<file path="src/rtl/core_run_pkg.sv">
// ---------------------------------------------------------------------------
// core_run_pkg
// Shared types and parameter defaults for the core run controller:
//   run_state_e  - controller FSM states
//   err_code_e   - reason a run ended in failure
//   DEF_*        - default values for the controller parameters
// ---------------------------------------------------------------------------
package core_run_pkg;

    localparam int unsigned DEF_IMEM_WORDS     = 64;
    localparam logic [31:0] DEF_PASS_PC        = 32'h0000_0014;
    localparam logic [31:0] DEF_ERR_PC         = 32'h0000_004C;
    localparam int unsigned DEF_TIMEOUT_CYCLES = 70;

    typedef enum logic [2:0] {
        ST_IDLE  = 3'd0,
        ST_LOAD  = 3'd1,
        ST_ARMED = 3'd2,
        ST_RUN   = 3'd3,
        ST_DONE  = 3'd4
    } run_state_e;

    typedef enum logic [1:0] {
        ERR_NONE     = 2'd0,
        ERR_HIT_PC   = 2'd1,
        ERR_TIMEOUT  = 2'd2,
        ERR_OVERFLOW = 2'd3
    } err_code_e;

endpackage

</file>
<file path="src/rtl/core_run_ctrl_if.sv">
// ---------------------------------------------------------------------------
// core_run_ctrl_if
// Program-load handshake plus the instruction-memory write port it feeds.
//   ld_valid / ld_data / ld_last  - load word offered by the loader
//   ld_ready                      - controller accepts the offered word
//   imem_we / imem_addr / imem_wdata - instruction-memory write port
// master: loader side (drives the load word, observes the rest)
// slave : controller side
// ---------------------------------------------------------------------------
interface core_run_ctrl_if
    import core_run_pkg::*;
#(
    parameter int ADDR_W = $clog2(DEF_IMEM_WORDS)
);
    logic              ld_valid;
    logic [31:0]       ld_data;
    logic              ld_last;
    logic              ld_ready;
    logic              imem_we;
    logic [ADDR_W-1:0] imem_addr;
    logic [31:0]       imem_wdata;

    modport master (
        output ld_valid, ld_data, ld_last,
        input  ld_ready, imem_we, imem_addr, imem_wdata
    );

    modport slave (
        input  ld_valid, ld_data, ld_last,
        output ld_ready, imem_we, imem_addr, imem_wdata
    );
endinterface

</file>
<file path="src/rtl/core_run_ctrl_run_monitor.sv">
// ---------------------------------------------------------------------------
// run_monitor
// Run statistics and exit detection for the core run controller.
//   clk, reset            - clock, async active-high reset
//   run_start             - clear statistics (run about to begin)
//   run_active            - core is running this cycle
//   pc, mem_write, data_addr, write_data - observed core activity
//   cycle_count, last_addr, last_data    - statistics
//   hit_pass, hit_err, hit_timeout       - exit conditions for this cycle
// ---------------------------------------------------------------------------
module run_monitor
    import core_run_pkg::*;
#(
    parameter logic [31:0] PASS_PC        = DEF_PASS_PC,
    parameter logic [31:0] ERR_PC         = DEF_ERR_PC,
    parameter int          TIMEOUT_CYCLES = DEF_TIMEOUT_CYCLES
) (
    input  logic        clk,
    input  logic        reset,
    input  logic        run_start,
    input  logic        run_active,
    input  logic [31:0] pc,
    input  logic        mem_write,
    input  logic [31:0] data_addr,
    input  logic [31:0] write_data,
    output logic [31:0] cycle_count,
    output logic [31:0] last_addr,
    output logic [31:0] last_data,
    output logic        hit_pass,
    output logic        hit_err,
    output logic        hit_timeout
);

    localparam logic [31:0] LAST_CYCLE = 32'(TIMEOUT_CYCLES - 1);

    logic [31:0] cycle_count_q, cycle_count_d;
    logic [31:0] last_addr_q, last_addr_d;
    logic [31:0] last_data_q, last_data_d;

    always_comb begin
        cycle_count_d = cycle_count_q;
        last_addr_d   = last_addr_q;
        last_data_d   = last_data_q;
        if (run_start) begin
            cycle_count_d = '0;
            last_addr_d   = '0;
            last_data_d   = '0;
        end else if (run_active) begin
            cycle_count_d = cycle_count_q + 32'd1;
            if (mem_write) begin
                last_addr_d = data_addr;
                last_data_d = write_data;
            end
        end
    end

    always_ff @(posedge clk or posedge reset) begin
        if (reset) begin
            cycle_count_q <= '0;
            last_addr_q   <= '0;
            last_data_q   <= '0;
        end else begin
            cycle_count_q <= cycle_count_d;
            last_addr_q   <= last_addr_d;
            last_data_q   <= last_data_d;
        end
    end

    // The count seen here is the number of RUN cycles already completed, so
    // matching TIMEOUT_CYCLES-1 ends the run on its TIMEOUT_CYCLES-th cycle.
    assign hit_pass    = (pc == PASS_PC);
    assign hit_err     = (pc == ERR_PC);
    assign hit_timeout = (cycle_count_q == LAST_CYCLE);

    assign cycle_count = cycle_count_q;
    assign last_addr   = last_addr_q;
    assign last_data   = last_data_q;

endmodule

</file>
<file path="src/rtl/core_run_ctrl.sv">
// ---------------------------------------------------------------------------
// core_run_ctrl
// Loads a program into instruction memory, holds the single-cycle core in
// reset until started, then watches the PC for pass/error/timeout.
//   clk, reset              - clock, async active-high reset
//   ld_if (slave)           - load handshake + instruction-memory write port
//   start, clear            - begin a loaded run / return from DONE to IDLE
//   core_reset              - reset to the core (low only while running)
//   pc, mem_write, data_addr, write_data - core activity monitor
//   done, pass, fail, err_code           - run outcome
//   cycle_count, last_addr, last_data    - run statistics
// ---------------------------------------------------------------------------
module core_run_ctrl
    import core_run_pkg::*;
#(
    parameter int          IMEM_WORDS     = DEF_IMEM_WORDS,
    parameter logic [31:0] PASS_PC        = DEF_PASS_PC,
    parameter logic [31:0] ERR_PC         = DEF_ERR_PC,
    parameter int          TIMEOUT_CYCLES = DEF_TIMEOUT_CYCLES
) (
    input  logic             clk,
    input  logic             reset,
    core_run_ctrl_if.slave   ld_if,
    input  logic             start,
    input  logic             clear,
    output logic             core_reset,
    input  logic [31:0]      pc,
    input  logic             mem_write,
    input  logic [31:0]      data_addr,
    input  logic [31:0]      write_data,
    output logic             done,
    output logic             pass,
    output logic             fail,
    output logic [1:0]       err_code,
    output logic [31:0]      cycle_count,
    output logic [31:0]      last_addr,
    output logic [31:0]      last_data
);

    localparam int ADDR_W = $clog2(IMEM_WORDS);
    // One extra bit so the pointer can hold a full word count.
    localparam logic [ADDR_W:0] LAST_WORD = (ADDR_W + 1)'(IMEM_WORDS - 1);

    run_state_e      state_q, state_d;
    logic [ADDR_W:0] ptr_q, ptr_d;
    logic            pass_q, pass_d;
    logic            fail_q, fail_d;
    err_code_e       err_q, err_d;

    logic            accept;
    logic            run_start;
    logic            hit_pass, hit_err, hit_timeout;

    assign ld_if.ld_ready   = (state_q == ST_IDLE) || (state_q == ST_LOAD);
    // Gate with reset so no write strobe escapes while reset is held.
    assign accept           = ld_if.ld_valid && ld_if.ld_ready && !reset;
    assign ld_if.imem_we    = accept;
    assign ld_if.imem_addr  = ptr_q[ADDR_W-1:0];
    assign ld_if.imem_wdata = ld_if.ld_data;

    always_comb begin
        state_d   = state_q;
        ptr_d     = ptr_q;
        pass_d    = pass_q;
        fail_d    = fail_q;
        err_d     = err_q;
        run_start = 1'b0;
        case (state_q)
            ST_IDLE, ST_LOAD: begin
                if (accept) begin
                    ptr_d = ptr_q + 1'b1;
                    if (ld_if.ld_last) begin
                        state_d = ST_ARMED;
                    end else if (ptr_q == LAST_WORD) begin
                        state_d = ST_DONE;
                        fail_d  = 1'b1;
                        err_d   = ERR_OVERFLOW;
                    end else begin
                        state_d = ST_LOAD;
                    end
                end
            end
            ST_ARMED: begin
                if (start) begin
                    state_d   = ST_RUN;
                    run_start = 1'b1;
                end
            end
            ST_RUN: begin
                if (hit_pass) begin
                    state_d = ST_DONE;
                    pass_d  = 1'b1;
                end else if (hit_err) begin
                    state_d = ST_DONE;
                    fail_d  = 1'b1;
                    err_d   = ERR_HIT_PC;
                end else if (hit_timeout) begin
                    state_d = ST_DONE;
                    fail_d  = 1'b1;
                    err_d   = ERR_TIMEOUT;
                end
            end
            ST_DONE: begin
                if (clear) begin
                    state_d = ST_IDLE;
                    ptr_d   = '0;
                    pass_d  = 1'b0;
                    fail_d  = 1'b0;
                    err_d   = ERR_NONE;
                end
            end
            default: state_d = ST_IDLE;
        endcase
    end

    always_ff @(posedge clk or posedge reset) begin
        if (reset) begin
            state_q <= ST_IDLE;
            ptr_q   <= '0;
            pass_q  <= 1'b0;
            fail_q  <= 1'b0;
            err_q   <= ERR_NONE;
        end else begin
            state_q <= state_d;
            ptr_q   <= ptr_d;
            pass_q  <= pass_d;
            fail_q  <= fail_d;
            err_q   <= err_d;
        end
    end

    run_monitor #(
        .PASS_PC        (PASS_PC),
        .ERR_PC         (ERR_PC),
        .TIMEOUT_CYCLES (TIMEOUT_CYCLES)
    ) u_run_monitor (
        .clk         (clk),
        .reset       (reset),
        .run_start   (run_start),
        .run_active  (state_q == ST_RUN),
        .pc          (pc),
        .mem_write   (mem_write),
        .data_addr   (data_addr),
        .write_data  (write_data),
        .cycle_count (cycle_count),
        .last_addr   (last_addr),
        .last_data   (last_data),
        .hit_pass    (hit_pass),
        .hit_err     (hit_err),
        .hit_timeout (hit_timeout)
    );

    assign core_reset = (state_q != ST_RUN);
    assign done       = (state_q == ST_DONE);
    assign pass       = pass_q;
    assign fail       = fail_q;
    assign err_code   = err_q;

endmodule

</file>
<file path="src/flat_wrapper.sv">
// flat-port wrapper written by rule: the top's interface ports become plain ports
module core_run_ctrl_flat import core_run_pkg::*;
#(
    parameter int          IMEM_WORDS     = DEF_IMEM_WORDS,
    parameter logic [31:0] PASS_PC        = DEF_PASS_PC,
    parameter logic [31:0] ERR_PC         = DEF_ERR_PC,
    parameter int          TIMEOUT_CYCLES = DEF_TIMEOUT_CYCLES
)
  (clk, reset, start, clear, core_reset, pc, mem_write, data_addr, write_data, done, pass, fail, err_code, cycle_count, last_addr, last_data, ld_if_ld_valid, ld_if_ld_data, ld_if_ld_last, ld_if_ld_ready, ld_if_imem_we, ld_if_imem_addr, ld_if_imem_wdata);
  core_run_ctrl_if ld_if_i ();
  input  logic clk;
  input  logic reset;
  input  logic start;
  input  logic clear;
  output logic core_reset;
  input  logic [31:0] pc;
  input  logic mem_write;
  input  logic [31:0] data_addr;
  input  logic [31:0] write_data;
  output logic done;
  output logic pass;
  output logic fail;
  output logic [1:0] err_code;
  output logic [31:0] cycle_count;
  output logic [31:0] last_addr;
  output logic [31:0] last_data;
  input wire logic [$bits(ld_if_i.ld_valid)-1:0] ld_if_ld_valid;
  input wire logic [$bits(ld_if_i.ld_data)-1:0] ld_if_ld_data;
  input wire logic [$bits(ld_if_i.ld_last)-1:0] ld_if_ld_last;
  output wire logic [$bits(ld_if_i.ld_ready)-1:0] ld_if_ld_ready;
  output wire logic [$bits(ld_if_i.imem_we)-1:0] ld_if_imem_we;
  output wire logic [$bits(ld_if_i.imem_addr)-1:0] ld_if_imem_addr;
  output wire logic [$bits(ld_if_i.imem_wdata)-1:0] ld_if_imem_wdata;
  assign ld_if_i.ld_valid = ld_if_ld_valid;
  assign ld_if_i.ld_data = ld_if_ld_data;
  assign ld_if_i.ld_last = ld_if_ld_last;
  assign ld_if_ld_ready = ld_if_i.ld_ready;
  assign ld_if_imem_we = ld_if_i.imem_we;
  assign ld_if_imem_addr = ld_if_i.imem_addr;
  assign ld_if_imem_wdata = ld_if_i.imem_wdata;
  core_run_ctrl #(.IMEM_WORDS(IMEM_WORDS), .PASS_PC(PASS_PC), .ERR_PC(ERR_PC), .TIMEOUT_CYCLES(TIMEOUT_CYCLES)) u_core (.clk(clk), .reset(reset), .ld_if(ld_if_i), .start(start), .clear(clear), .core_reset(core_reset), .pc(pc), .mem_write(mem_write), .data_addr(data_addr), .write_data(write_data), .done(done), .pass(pass), .fail(fail), .err_code(err_code), .cycle_count(cycle_count), .last_addr(last_addr), .last_data(last_data));
endmodule
</file>
<file path="config.mk">
export PLATFORM = sky130hd
export DESIGN_NAME = core_run_ctrl_flat
export DESIGN_NICKNAME = d
export VERILOG_FILES = /design/src/rtl/core_run_pkg.sv /design/src/rtl/core_run_ctrl_if.sv /design/src/rtl/core_run_ctrl_run_monitor.sv /design/src/rtl/core_run_ctrl.sv /design/src/flat_wrapper.sv
export SDC_FILE = /design/constraint.sdc
export NUM_CORES = 1
export LEC_CHECK = 0
export BUFFER_PORTS_ARGS = -buffer_cell sky130_fd_sc_hd__buf_2
export CAP_MARGIN = 20
export CORE_UTILIZATION = 25
export CTS_CLUSTER_SIZE = 14
export DETAILED_ROUTE_END_ITERATION = 16
export GPL_TIMING_DRIVEN = 0
export PLACE_DENSITY = 0.56
export SYNTH_ARGS = -nofsm -noshare
export SYNTH_HDL_FRONTEND = slang
export SYNTH_SLANG_ARGS = --single-unit
</file>
<file path="constraint.sdc">
create_clock -name clk -period 4.7 [get_ports clk]
set_clock_uncertainty 0.05 [all_clocks]
set_input_delay 0.235 -clock clk [delete_from_list [all_inputs] [get_ports clk]]
set_output_delay 0.235 -clock clk [all_outputs]
set_load 0.01 [all_outputs]
</file>
==> impl_metrics.env <==
export IMPL_avgSynthCellArea_um2=8.97
export IMPL_post_dp_cell_area_um2=6860
export IMPL_rows=52
export IMPL_grt_max_degree=62
export IMPL_post_cts_buffers=0
export IMPL_netlist_instances=587
export IMPL_antenna_cells=0
export IMPL_synthTopCellsByCount="149 x nand2_1, 110 x dfrtp_1, 77 x nand3_1"
export IMPL_power_leakage_nw=3.90
export IMPL_gr_total_overflow=0
export IMPL_worst_pin_slew_ns=0.757
export IMPL_final_net_count=990
export IMPL_utilization=0.356
export IMPL_setup_slack_ns=2.28
export IMPL_layout_drive_gt1_share=0.362
export IMPL_cts_resized_gates=0
export IMPL_die_x_um=147
export IMPL_cts_root_buffer="clkbuf_16"
export IMPL_start_util=0.258
export IMPL_period_share=0.515
export IMPL_rsz0062_at_grt="false"
export IMPL_synth_compound_area_frac=0.0352
export IMPL_ys_seq_area_frac=0.523
export IMPL_synthAdderAreaFrac=0.00713
export IMPL_yosys_area_share_xor_xnor=0.0499
export IMPL_cp_start_kind="register"
export IMPL_clock_latency_ns=0.36
export IMPL_vias_per_cell=4.40
export IMPL_syn_to_final_growth_pct=38.3
export IMPL_drt_wl_total_um=15400
export IMPL_synth_warnings=0
export IMPL_tritoncts="yes"
export IMPL_max_freq_mhz=413
export IMPL_hold_viol_final=0
export IMPL_clk_pin_slew_ns=0.08
export IMPL_gp_congestion=0.761
export IMPL_clock_sinks=110
export IMPL_cts_path_max_buffers=2
export IMPL_synth_most_common_cell="nand2_1"
export IMPL_hold_buffers=7
export IMPL_power_mw=4.15
export IMPL_h_tree_depth=3
export IMPL_gr_usage_all_layers=0.143
export IMPL_syn_num_nets=725
export IMPL_hpwl_um=11400
export IMPL_wl_per_cell_um=13.6
export IMPL_slew_viol_final=0
export IMPL_drt_initial_drc_count=220
export IMPL_pre_cts_ws_ns=2.29
export IMPL_dr_pass1_iters=4
export IMPL_grt_pass1_vias=4655
export IMPL_path_class="reg -> reg"
export IMPL_ys_async_sr_fraction=1.00
export IMPL_cp_required_ns=4.93
export IMPL_endpoint_kind="register"
export IMPL_synth_edff_count=0
export IMPL_design_area_um2=7280
export IMPL_antenna_found_initial=1
export IMPL_cap_violations=0
export IMPL_holdCritPathClass="in -> reg"
export IMPL_status="completed"
export IMPL_relSlewSlack=0.491
export IMPL_coreArea_um2=20400
export IMPL_synth_mux_area_frac=0
export IMPL_synth_area_um2=5270
export IMPL_dieArea_um2=21700
export IMPL_num_vias=4962
export IMPL_yosys_area_share_simple=0.301
export IMPL_whs_ns=0.0130
export IMPL_synth_cell_types=42
export IMPL_portBuffers=244
export IMPL_drc=0
export IMPL_setup_viol=0
export IMPL_die_h_um=147
export IMPL_numCtsBuffers=9
export IMPL_ios=277
export IMPL_antenna_left=0
export IMPL_arrival_ns=2.65
export IMPL_grt_pass1_wl_um=24600
export IMPL_powerDensity_nw_per_um2=569
export IMPL_ys_ff_latch=110
export IMPL_synth_top_area_share=0.523
export IMPL_yosys_area_top_type="dfrtp_1"
export IMPL_cp_max_fo=9
export IMPL_synth_flop_cell="dfrtp_1"
export IMPL_peakVddDrop_mv=0.192
export IMPL_synth_area_leaders="dfrtp_1 52%, nand2_1 11%, nand3_1 7.3%"
export IMPL_finalCriticalPeriod_ns=2.42
export IMPL_synth_top_family_by_area="simple AND/OR/NAND/NOR gates"
report_power, final:
group / switching (mW) / leakage, nW / internal, mW
clock: 0.385 / 0.160 / 0.476
sequential: 0.359 / 1.43 / 1.36
combinational: 0.888 / 2.31 / 0.683
total: 1.63 / 3.90 / 2.52
final timing paths:
path	cells past startpoint	endpoint	startpoint	slack [ns]
worst max register to register	5	u_core.u_run_monitor.cycle_count[16]	u_core.state_q[2]	2.28
worst max-delay path	5	u_core.u_run_monitor.cycle_count[16]	u_core.state_q[2]	2.28
min in group asynchronous	3	u_core.ptr_q[0]	reset	0.40
worst min-delay path	3	u_core.u_run_monitor.last_data[7]	write_data[7]	0.01
worst min register to register	2	u_core.u_run_monitor.last_data[14]	u_core.u_run_monitor.last_data[14]	0.45
max in group asynchronous	4	u_core.u_run_monitor.last_data[26]	reset	3.52
worst max-delay path: stages (launching register included):
cell	delay [ns]
dfrtp_1	0.47
nand4b_1	0.35
nor3_1	0.70
nand3_1	0.26
or3_1	0.39
a21oi_1	0.14
flip-flops by register name, summed over array words and instances (netlist names):
| register | cells |
|---|---|
| u_core.u_run_monitor.cycle_count | 32 |
| u_core.u_run_monitor.last_addr | 32 |
| u_core.u_run_monitor.last_data | 32 |
| u_core.ptr_q | 7 |
| u_core.state_q | 3 |
| u_core.err_code | 2 |
| u_core.fail | 1 |
| u_core.pass | 1 |
layer usage:
layer | global-route usage | vias to the layer above | wire [µm]
li1 | - | 2459 | -
met1 | 0.190 | 2340 | 6910
met2 | 0.231 | 142 | 7400
met3 | 0.0314 | 19 | 818
met4 | 0.0479 | 2 | 221
met5 | 0 | - | 13
stage by stage:
step / instances / TNS [ns]
after detailed placement: 1102 / 0
after global placement: 1101 / -27.14
after global routing: 1127 / 0
final: 1127 / 0
after CTS: 1125 / 0
after floorplan: 587 / 0
area by class of cell:
cell class                      instances  area, µm²
Sequential cell                       110       2750
Clock inverter                          7        109
Fill cell                            2143      13100
Clock buffer                            9        225
Tap cell                              270        338
Buffer                                 66        395
Multi-Input combinational cell        399       2070
Timing Repair Buffer                  254       1340
Inverter                               12       50.0
kinds of logic (layout without fill, tap and decap cells):
family	after synthesis	after routing
buf+inv	78	348
compound gates	30	30
simple gates	336	336
xor+xnor	30	30
fa+ha+maj	3	3
flops	110	110
placed cells by master (no fill, tap or decap), types with 3 or more instances in the layout:
cell type / n
buf_2: 248
nand2_1: 149
dfrtp_1: 110
nand3_1: 77
nor2_1: 42
buf_4: 38
xor2_1: 23
clkbuf_1: 18
nand4_1: 13
inv_1: 11
o21ai_0: 10
a21oi_1: 9
nor3_1: 9
nor4_1: 9
clkbuf_16: 9
dlygate4sd3_1: 9
xnor2_1: 7
or3_1: 7
buf_1: 6
nor3b_1: 4
and4_1: 4
nor4b_1: 4
nor2b_1: 3
and3_1: 3
ha_1: 3
Power figures use the tool's default switching activity.
